`src/rtl/txn_fsm_if.sv`:
```
// txn_fsm_if: start/ack handshake bundle between a transaction initiator and txn_fsm.
// The abort signal exists only when TXN_FSM_ABORT_EN is defined.
interface txn_fsm_if #(
  parameter int DATA_W = 8
);
  logic              start;
  logic [DATA_W-1:0] din;
  logic              req;
  logic [DATA_W-1:0] req_data;
  logic              ack;
  logic [DATA_W-1:0] rsp_data;
  logic [DATA_W-1:0] rdata;
  logic              busy;
  logic              done;
  logic              err;
  logic [3:0]        retries;
`ifdef TXN_FSM_ABORT_EN
  logic              abort;
`endif
  modport master (
`ifdef TXN_FSM_ABORT_EN
    output abort,
`endif
    output start, din, ack, rsp_data,
    input  req, req_data, rdata, busy, done, err, retries
  );
  modport slave (
`ifdef TXN_FSM_ABORT_EN
    input  abort,
`endif
    input  start, din, ack, rsp_data,
    output req, req_data, rdata, busy, done, err, retries
  );
endinterface

```
`src/rtl/txn_fsm.sv`:
```
// txn_fsm: request/ack transaction engine with per-attempt timeout, retries and one-cycle backoff.
// Define TXN_FSM_ABORT_EN to add an abort input that forces ERR from REQ or BACKOFF.
module txn_fsm #(
  parameter int DATA_W    = 8,
  parameter int TIMEOUT   = 16,
  parameter int MAX_RETRY = 3
) (
  input  logic     clk,
  input  logic     rstn,
  txn_fsm_if.slave bus
);
  localparam int CW = $clog2(TIMEOUT);
  typedef enum logic [2:0] {S_IDLE, S_REQ, S_BACKOFF, S_DONE, S_ERR} state_t;
  state_t            state_q, state_d;
  logic [CW-1:0]     cnt_q, cnt_d;
  logic [3:0]        retries_q, retries_d;
  logic [DATA_W-1:0] req_data_q, req_data_d;
  logic [DATA_W-1:0] rdata_q, rdata_d;
  logic              abort;
`ifdef TXN_FSM_ABORT_EN
  assign abort = bus.abort;
`else
  assign abort = 1'b0;
`endif
  always_comb begin
    state_d    = state_q;
    cnt_d      = cnt_q;
    retries_d  = retries_q;
    req_data_d = req_data_q;
    rdata_d    = rdata_q;
    case (state_q)
      S_IDLE: if (bus.start) begin
        req_data_d = bus.din;
        retries_d  = '0;
        cnt_d      = '0;
        state_d    = S_REQ;
      end
      S_REQ: begin
        // abort beats ack, and ack beats a timeout landing in the same cycle
        if (abort) state_d = S_ERR;
        else if (bus.ack) begin
          rdata_d = bus.rsp_data;
          state_d = S_DONE;
        end else if (cnt_q == CW'(TIMEOUT - 1))
          state_d = (retries_q < 4'(MAX_RETRY)) ? S_BACKOFF : S_ERR;
        else cnt_d = cnt_q + CW'(1);
      end
      S_BACKOFF: begin
        retries_d = retries_q + 4'd1;
        cnt_d     = '0;
        state_d   = abort ? S_ERR : S_REQ;
      end
      S_DONE:  state_d = S_IDLE;
      S_ERR:   state_d = S_IDLE;
      default: state_d = S_IDLE;
    endcase
  end
  always_ff @(posedge clk or negedge rstn) begin
    if (!rstn) begin
      state_q    <= S_IDLE;
      cnt_q      <= '0;
      retries_q  <= '0;
      req_data_q <= '0;
      rdata_q    <= '0;
    end else begin
      state_q    <= state_d;
      cnt_q      <= cnt_d;
      retries_q  <= retries_d;
      req_data_q <= req_data_d;
      rdata_q    <= rdata_d;
    end
  end
  assign bus.req      = state_q == S_REQ;
  assign bus.busy     = state_q != S_IDLE;
  assign bus.done     = state_q == S_DONE;
  assign bus.err      = state_q == S_ERR;
  assign bus.retries  = retries_q;
  assign bus.req_data = req_data_q;
  assign bus.rdata    = rdata_q;
endmodule

```
`src/flat_wrapper.sv`:
```
// flat-port wrapper written by rule: the top's interface ports become plain ports
module txn_fsm_flat 
#(
  parameter int DATA_W    = 8,
  parameter int TIMEOUT   = 16,
  parameter int MAX_RETRY = 3
)
  (clk, rstn, bus_start, bus_din, bus_ack, bus_rsp_data, bus_req, bus_req_data, bus_rdata, bus_busy, bus_done, bus_err, bus_retries);
  txn_fsm_if #(.DATA_W(DATA_W)) bus_i ();
  input  logic clk;
  input  logic rstn;
  input wire logic [$bits(bus_i.start)-1:0] bus_start;
  input wire logic [$bits(bus_i.din)-1:0] bus_din;
  input wire logic [$bits(bus_i.ack)-1:0] bus_ack;
  input wire logic [$bits(bus_i.rsp_data)-1:0] bus_rsp_data;
  output wire logic [$bits(bus_i.req)-1:0] bus_req;
  output wire logic [$bits(bus_i.req_data)-1:0] bus_req_data;
  output wire logic [$bits(bus_i.rdata)-1:0] bus_rdata;
  output wire logic [$bits(bus_i.busy)-1:0] bus_busy;
  output wire logic [$bits(bus_i.done)-1:0] bus_done;
  output wire logic [$bits(bus_i.err)-1:0] bus_err;
  output wire logic [$bits(bus_i.retries)-1:0] bus_retries;
  assign bus_i.start = bus_start;
  assign bus_i.din = bus_din;
  assign bus_i.ack = bus_ack;
  assign bus_i.rsp_data = bus_rsp_data;
  assign bus_req = bus_i.req;
  assign bus_req_data = bus_i.req_data;
  assign bus_rdata = bus_i.rdata;
  assign bus_busy = bus_i.busy;
  assign bus_done = bus_i.done;
  assign bus_err = bus_i.err;
  assign bus_retries = bus_i.retries;
  txn_fsm #(.DATA_W(DATA_W), .TIMEOUT(TIMEOUT), .MAX_RETRY(MAX_RETRY)) u_core (.clk(clk), .rstn(rstn), .bus(bus_i));
endmodule
```
`config.mk`:
```
export PLATFORM = sky130hd
export DESIGN_NAME = txn_fsm_flat
export DESIGN_NICKNAME = d
export VERILOG_FILES = /design/src/rtl/txn_fsm_if.sv /design/src/rtl/txn_fsm.sv /design/src/flat_wrapper.sv
export SDC_FILE = /design/constraint.sdc
export NUM_CORES = 1
export LEC_CHECK = 0
export BUFFER_PORTS_ARGS = -buffer_cell sky130_fd_sc_hd__buf_2
export CELL_PAD_IN_SITES_DETAIL_PLACEMENT = 0
export CELL_PAD_IN_SITES_GLOBAL_PLACEMENT = 1
export CORE_UTILIZATION = 34
export DETAILED_ROUTE_END_ITERATION = 16
export PLACE_DENSITY_LB_ADDON = 0.1
export SYNTH_ARGS = -nofsm -noshare
export SYNTH_HDL_FRONTEND = slang
export SYNTH_SLANG_ARGS = --single-unit
```
`constraint.sdc`:
```
create_clock -name clk -period 1.69 [get_ports clk]
set_input_delay 0.338 -clock clk [delete_from_list [all_inputs] [get_ports clk]]
set_output_delay 0.338 -clock clk [all_outputs]
set_load 0.03 [all_outputs]
```
==> metrics, run 1 <==
Tightest Pin Transition 0.597 ns; CP endpoint kind output port; Worst-Skew Late Latency 0.33 ns; worst min path class in -> async; ANT cells 0; CTS Buffer Depth 2; WL/cell 12.7 microns; Max rail drop VDD 0.712 mV; DR DRC count 0; drt total wl 2470 microns; switching power share of the total 43.0%; RSZ-0062 raised after global routing yes; clock-pin transition on the worst setup and hold timing paths 0.15 ns; Setup WS post-layout -0.0484 ns; Peak Freq 575 MHz; pin count of the biggest net entering global routing 28; syn avg cell area 12.7 sq um; power share of the clock group 9.3%; failing checks hold timing, setup timing; vias 951; clk root buf clkbuf_4; syn nets 119; Starting Density 36.2%; Post-layout nets 171; reg2reg end u_core.bus.req_data[5]; Die Height 62.1 microns; number of port buffers 43; cts bufs inserted 3; crit path DAT 1.40 ns; gpl congestion 0.747; EDFF count, synth 0; Yosys warning total 0; switching power 1340 uW; internal power 1770 uW; Slew headroom 60.2%; die area 3860 sq um; Seq cells post-synth 27; cells on worst reg2reg path 5; ys async rst share 100%; worst clock skew 0.00456 ns; dpl hpwl 1770 microns; FF-to-FF Start u_core.state_q[1]; Tot GR Track Use 14.3%; Iteration-0 DRC Markers 25; # setup viols final 10; first-pass GRT wire length 4400 microns; status finished with violations; final core occ 48.0%; Routed Antenna Nets 0; Area Overhead vs Synth 32.3%; vias in the first global route 932; Max Transition Viols Final 0; via/cell ratio 4.90; IO Count 44; r2r setup slk -0.05 ns; Layout fillers 329; num rows 21; synthesized area 1230 sq um; P_leak 0.000779 uW; WHS -0.0183 ns; Post-Syn Instances 97; core area 3390 sq um; die width 62.1 microns; Final Instance Area 1630 sq um; CTS H-tree lvls 1; Worst Setup Start Kind flop; kind of critical path reg -> out; DP Area 1530 sq um; CTS tree built; combinational share of power 55.6%; drt first pass iters 4; library cells used by synthesis 32; WP data required 1.35 ns; share of the clock period used by the worst path 103%; crit-path max FO 2; Final Hold Vio Count 13; sequential power share 35.1%; Sink Count 27; crit path time final 1.74 ns; share of the yosys chip area belonging to registers 55.0%; max_cap viols 0; Pwr Density 1910 nW/um^2; Congestion Overflow GR 0; initial antenna violation count 0; share of cells above drive strength 1 56.8%; Synth Flop Type dfrtp_1
-- logic make-up after synthesis --
kind of cell,share of synthesized area [%]
compound gates,8.66
flops,55.0
buf+inv,2.95
simple gates,13.1
mux,18.2
fa+ha+maj,2.04
-- layer usage --
metal	part of all wire, %	track usage, %
met1	46	20.0
met5	0	0
met4	0.77	6.10
met3	5.2	2.57
met2	47	21.6
-- flip-flops by register name (all words and copies together) (netlist names) --
register / flops
u_core.bus.rdata: 8
u_core.bus.retries: 4
u_core.bus.req_data: 8
u_core.state_q: 3
u_core.cnt_q: 4
-- power by group through the flow --
stage	Sequential, uW	Clock, uW	Combinational, uW
after floorplan	1540	0	714
after global placement	1110	0	1600
after detailed placement	1120	0	1600
after CTS	1100	308	1760
after global routing	1140	337	1860
final	1090	290	1730
-- layout make-up --
cell class	count	area, sq um	area share [%]
timing repair buffer	52	319	19.6
clock buffer	3	22.5	1.39
sequential	27	676	41.6
multi-input combinational	62	528	32.5
clock inverter	1	7.51	0.462
tap	46	57.6	3.54
inverter	3	15.0	0.924
-- cells in the final DEF (no fill, tap or decap), drive strengths merged, types with 3 or more instances in the layout --
master  count
buf        52
dfrtp      27
mux2       19
nor2        7
a32o        4
nand3       3
clkbuf      3
or3         3
o21ai       3
-- cell usage after synthesis (2+ instances only) --
cell type / count / share of area, %
dfrtp_1: 27 / 55
mux2_2: 19 / 17
nor2_1: 6 / 1.8
a32o_1: 4 / 3.3
inv_1: 3 / 0.92
nand3_1: 3 / 1.2
a21oi_1: 2 / 0.81
a22o_1: 2 / 1.4
and2_1: 2 / 1.0
buf_2: 2 / 0.81
clkbuf_1: 2 / 0.61
ha_1: 2 / 2.0
nor3_1: 2 / 0.81
o21ai_0: 2 / 0.81
or3_1: 2 / 1.0
-- critical path, cell delays in order, from the launching register on --
cell and delay, ns:
dfrtp_1 0.41, buf_4 0.14, or3_4 0.37, buf_6 0.15
-- per-stage QoR --
step | setup slack [ns] | power (uW) | hold slack (ns) | TNS [ns] | cells
detailed placement | -0.0289 | 2720 | 0.392 | -0.210 | 187
global route | -0.100 | 3340 | 0.0321 | -1.02 | 194
CTS | -0.109 | 3170 | 0.00227 | -0.639 | 195
floorplan | -0.00171 | 2250 | 0.0424 | -0.00171 | 97
global placement | 0.00803 | 2700 | 0.387 | 0 | 187
finish | -0.0484 | 3110 | -0.0183 | -0.449 | 194
-- worst max path at each step --
| stage | startpoint | to | slack, ns | cells past startpoint |
|---|---|---|---|---|
| floorplan | u_core.state_q[2] | bus_err | -0.002 | 2 |
| global placement | u_core.state_q[1] | u_core.bus.rdata[0] | 0.008 | 4 |
| detailed placement | u_core.state_q[1] | u_core.bus.rdata[4] | -0.03 | 4 |
| CTS | u_core.state_q[2] | bus_req | -0.11 | 4 |
| global route | u_core.state_q[1] | bus_busy | -0.10 | 3 |
| finish | u_core.state_q[1] | bus_busy | -0.05 | 3 |
-- what timing repair did --
item	CTS	global route
hold buffers	0	0
pin swaps	4	2
setup endpoints to repair	11	15
buffers inserted	4	0
resized for setup	11	5
Power figures use the tool's default switching activity.
==> run 2: changes to the inputs <==
==> constraint.sdc (replaced) <==
create_clock -name clk -period 1.69 [get_ports clk]
set_input_delay 0.0845 -clock clk [delete_from_list [all_inputs] [get_ports clk]]
set_output_delay 0.0845 -clock clk [all_outputs]
set_load 0.03 [all_outputs]
==> metrics, run 2 (synthesis gave the netlist of run 1 again) <==
status finished clean; Worst-Skew Late Latency 0.33 ns (about the same); CTS H-tree lvls 1 (unchanged); CP endpoint kind flop; # setup viols final 0 (-10); worst min path class in -> reg; via/cell ratio 4.74 (-3.4%); vias 990 (+4.1%); RSZ-0062 raised after global routing no; share of the clock period used by the worst path 96.3% (-6.6 points); ANT cells 0 (unchanged); worst path bufs/invs 1 (-1); Area Overhead vs Synth 41.8%; CP max stage delay 0.41 ns (about the same); WL/cell 12.7 microns (+0.12%); Max rail drop VDD 0.695 mV (-2.4%); most frequent cells in the layout buf_2, dfrtp_1, mux2_2, dlygate4sd3_1, buf_4; gpl congestion 0.747 (unchanged); Sink Count 27 (unchanged); worst clock skew 0.00396 ns (-0.000600 ns); Worst Setup Start Kind flop; share of cells above drive strength 1 49.7% (-7.1 points); Peak Freq 615 MHz (+6.8%); die area 3860 sq um (unchanged); Congestion Overflow GR 0 (unchanged); dpl hpwl 1770 microns (unchanged); Place WS -0.0289 ns (unchanged); crit path time final 1.63 ns (-0.111 ns); kind of critical path reg -> reg; Setup WS post-layout 0.0629 ns (+0.111 ns); Final Instance Area 1740 sq um (+7.2%); Post-layout nets 186 (+8.8%); max layer used met4; clock-pin transition on the worst setup and hold timing paths 0.15 ns (about the same); routed wl met3 100 microns (-22%); core area 3390 sq um (unchanged); crit path DAT 1.86 ns (+0.46 ns); WHS 0.0289 ns (+0.0472 ns); crit-path max FO 8 (+6); Slew headroom 59.9% (-0.32 points); CTS tree built; Die Height 62.1 microns (unchanged); drt first pass iters 4 (unchanged); Iteration-0 DRC Markers 24 (-4.0%); Starting Density 36.2% (unchanged); P_leak 0.000829 uW (+6.4%); met1 WL 1250 microns (+8.9%); most common cell after layout, fill and taps aside buf_2; Top delay family on crit path simple AND/OR/NAND/NOR gates; critical-path cell list buf_4 -> or3_4 -> nor2_4 -> mux2_2; Tot GR Track Use 15.4% (+1.1 points); DR DRC count 0 (unchanged); Slowest-stage cell, CP dfrtp_1; Final Hold Vio Count 0 (-13); number of port buffers 43 (unchanged); vias in the first global route 1,017 (+9.1%); Routed Antenna Nets 0 (unchanged); IO Count 44 (unchanged); first-pass GRT wire length 4780 microns (+8.8%); initial antenna violation count 0 (unchanged); drt total wl 2660 microns (+7.9%); Max Transition Viols Final 0 (unchanged); pin count of the biggest net entering global routing 28 (unchanged); WP data required 1.92 ns (+0.57 ns); DP Area 1530 sq um (unchanged); cts bufs inserted 3 (unchanged); Pwr Density 1750 nW/um^2 (-8.8%); Layout fillers 313 (-4.9%); num rows 21 (unchanged); clk root buf clkbuf_4; CTS Buffer Depth 2 (unchanged); Tightest Pin Transition 0.602 ns (+0.00483 ns); die width 62.1 microns (unchanged); met2 wire len 1290 microns (+10%); final core occ 51.4% (+3.4 points); max_cap viols 0 (unchanged)
==> run 2: cell count changes in the layout (fill, tap and decap cells not counted), sizes merged <==
cell,delta
buf,-2
dlygate4sd3,+17
==> run 2: repair_timing <==
item	4_1_cts	5_1_grt
setup endpoints to repair	8	1
gates cloned	0	0
endpoints found under the hold margin	43	0
resized for setup	1	2
hold buffers	17	0
setup buffers	0	1
==> run 2: layout make-up <==
class / count / area (sq um) / area share [%]
clock inverter: 1 / 7.51 / 0.431
inverter: 3 / 15.0 / 0.862
multi-input combinational: 62 / 523 / 30.0
timing repair buffer: 67 / 440 / 25.3
tap: 46 / 57.6 / 3.30
sequential: 27 / 676 / 38.8
clock buffer: 3 / 22.5 / 1.29
==> run 2: metrics by stage <==
step                      std cells  setup TNS (ns)  total power [uW]
after global placement          187               0              2700
after detailed placement        187          -0.210              2720
final                           209               0              3040
after global routing            209               0              3260
after floorplan                  97               0              2250
after CTS                       208               0              3050
==> run 2: metal layers <==
| layer | vias up | track usage [%] |
|---|---|---|
| li1 | 486 | - |
| met1 | 476 | 21.3 |
| met2 | 26 | 24.7 |
| met3 | 2 | 1.65 |
| met4 | 0 | 6.10 |
| met5 | - | 0 |
==> run 2: path summary, 6_finish.rpt <==
kind	start	end	slack, ns	depth (start not counted)
setup / recovery	u_core.state_q[1]	u_core.bus.req_data[5]	0.06	4
hold / removal	bus_ack	u_core.state_q[2]	0.03	2
setup reg to reg	u_core.state_q[1]	u_core.bus.req_data[5]	0.06	4
hold reg to reg	u_core.cnt_q[0]	u_core.cnt_q[0]	0.52	1
max in group asynchronous	rstn	u_core.bus.rdata[1]	1.02	2
min in group asynchronous	rstn	u_core.cnt_q[3]	0.27	2
==> run 2: where the power goes <==
group          internal (uW)  switching (uW)  leakage (uW)
logic                    700             951      0.000483
clock network           90.5             201     0.0000139
registers                923             175      0.000332
==> run 2: worst register-to-register path, cell delays in order, from the launching register on <==
cell and delay [ns]:
dfrtp_1 0.41, buf_4 0.14, or3_4 0.40, nor2_4 0.22, mux2_2 0.37
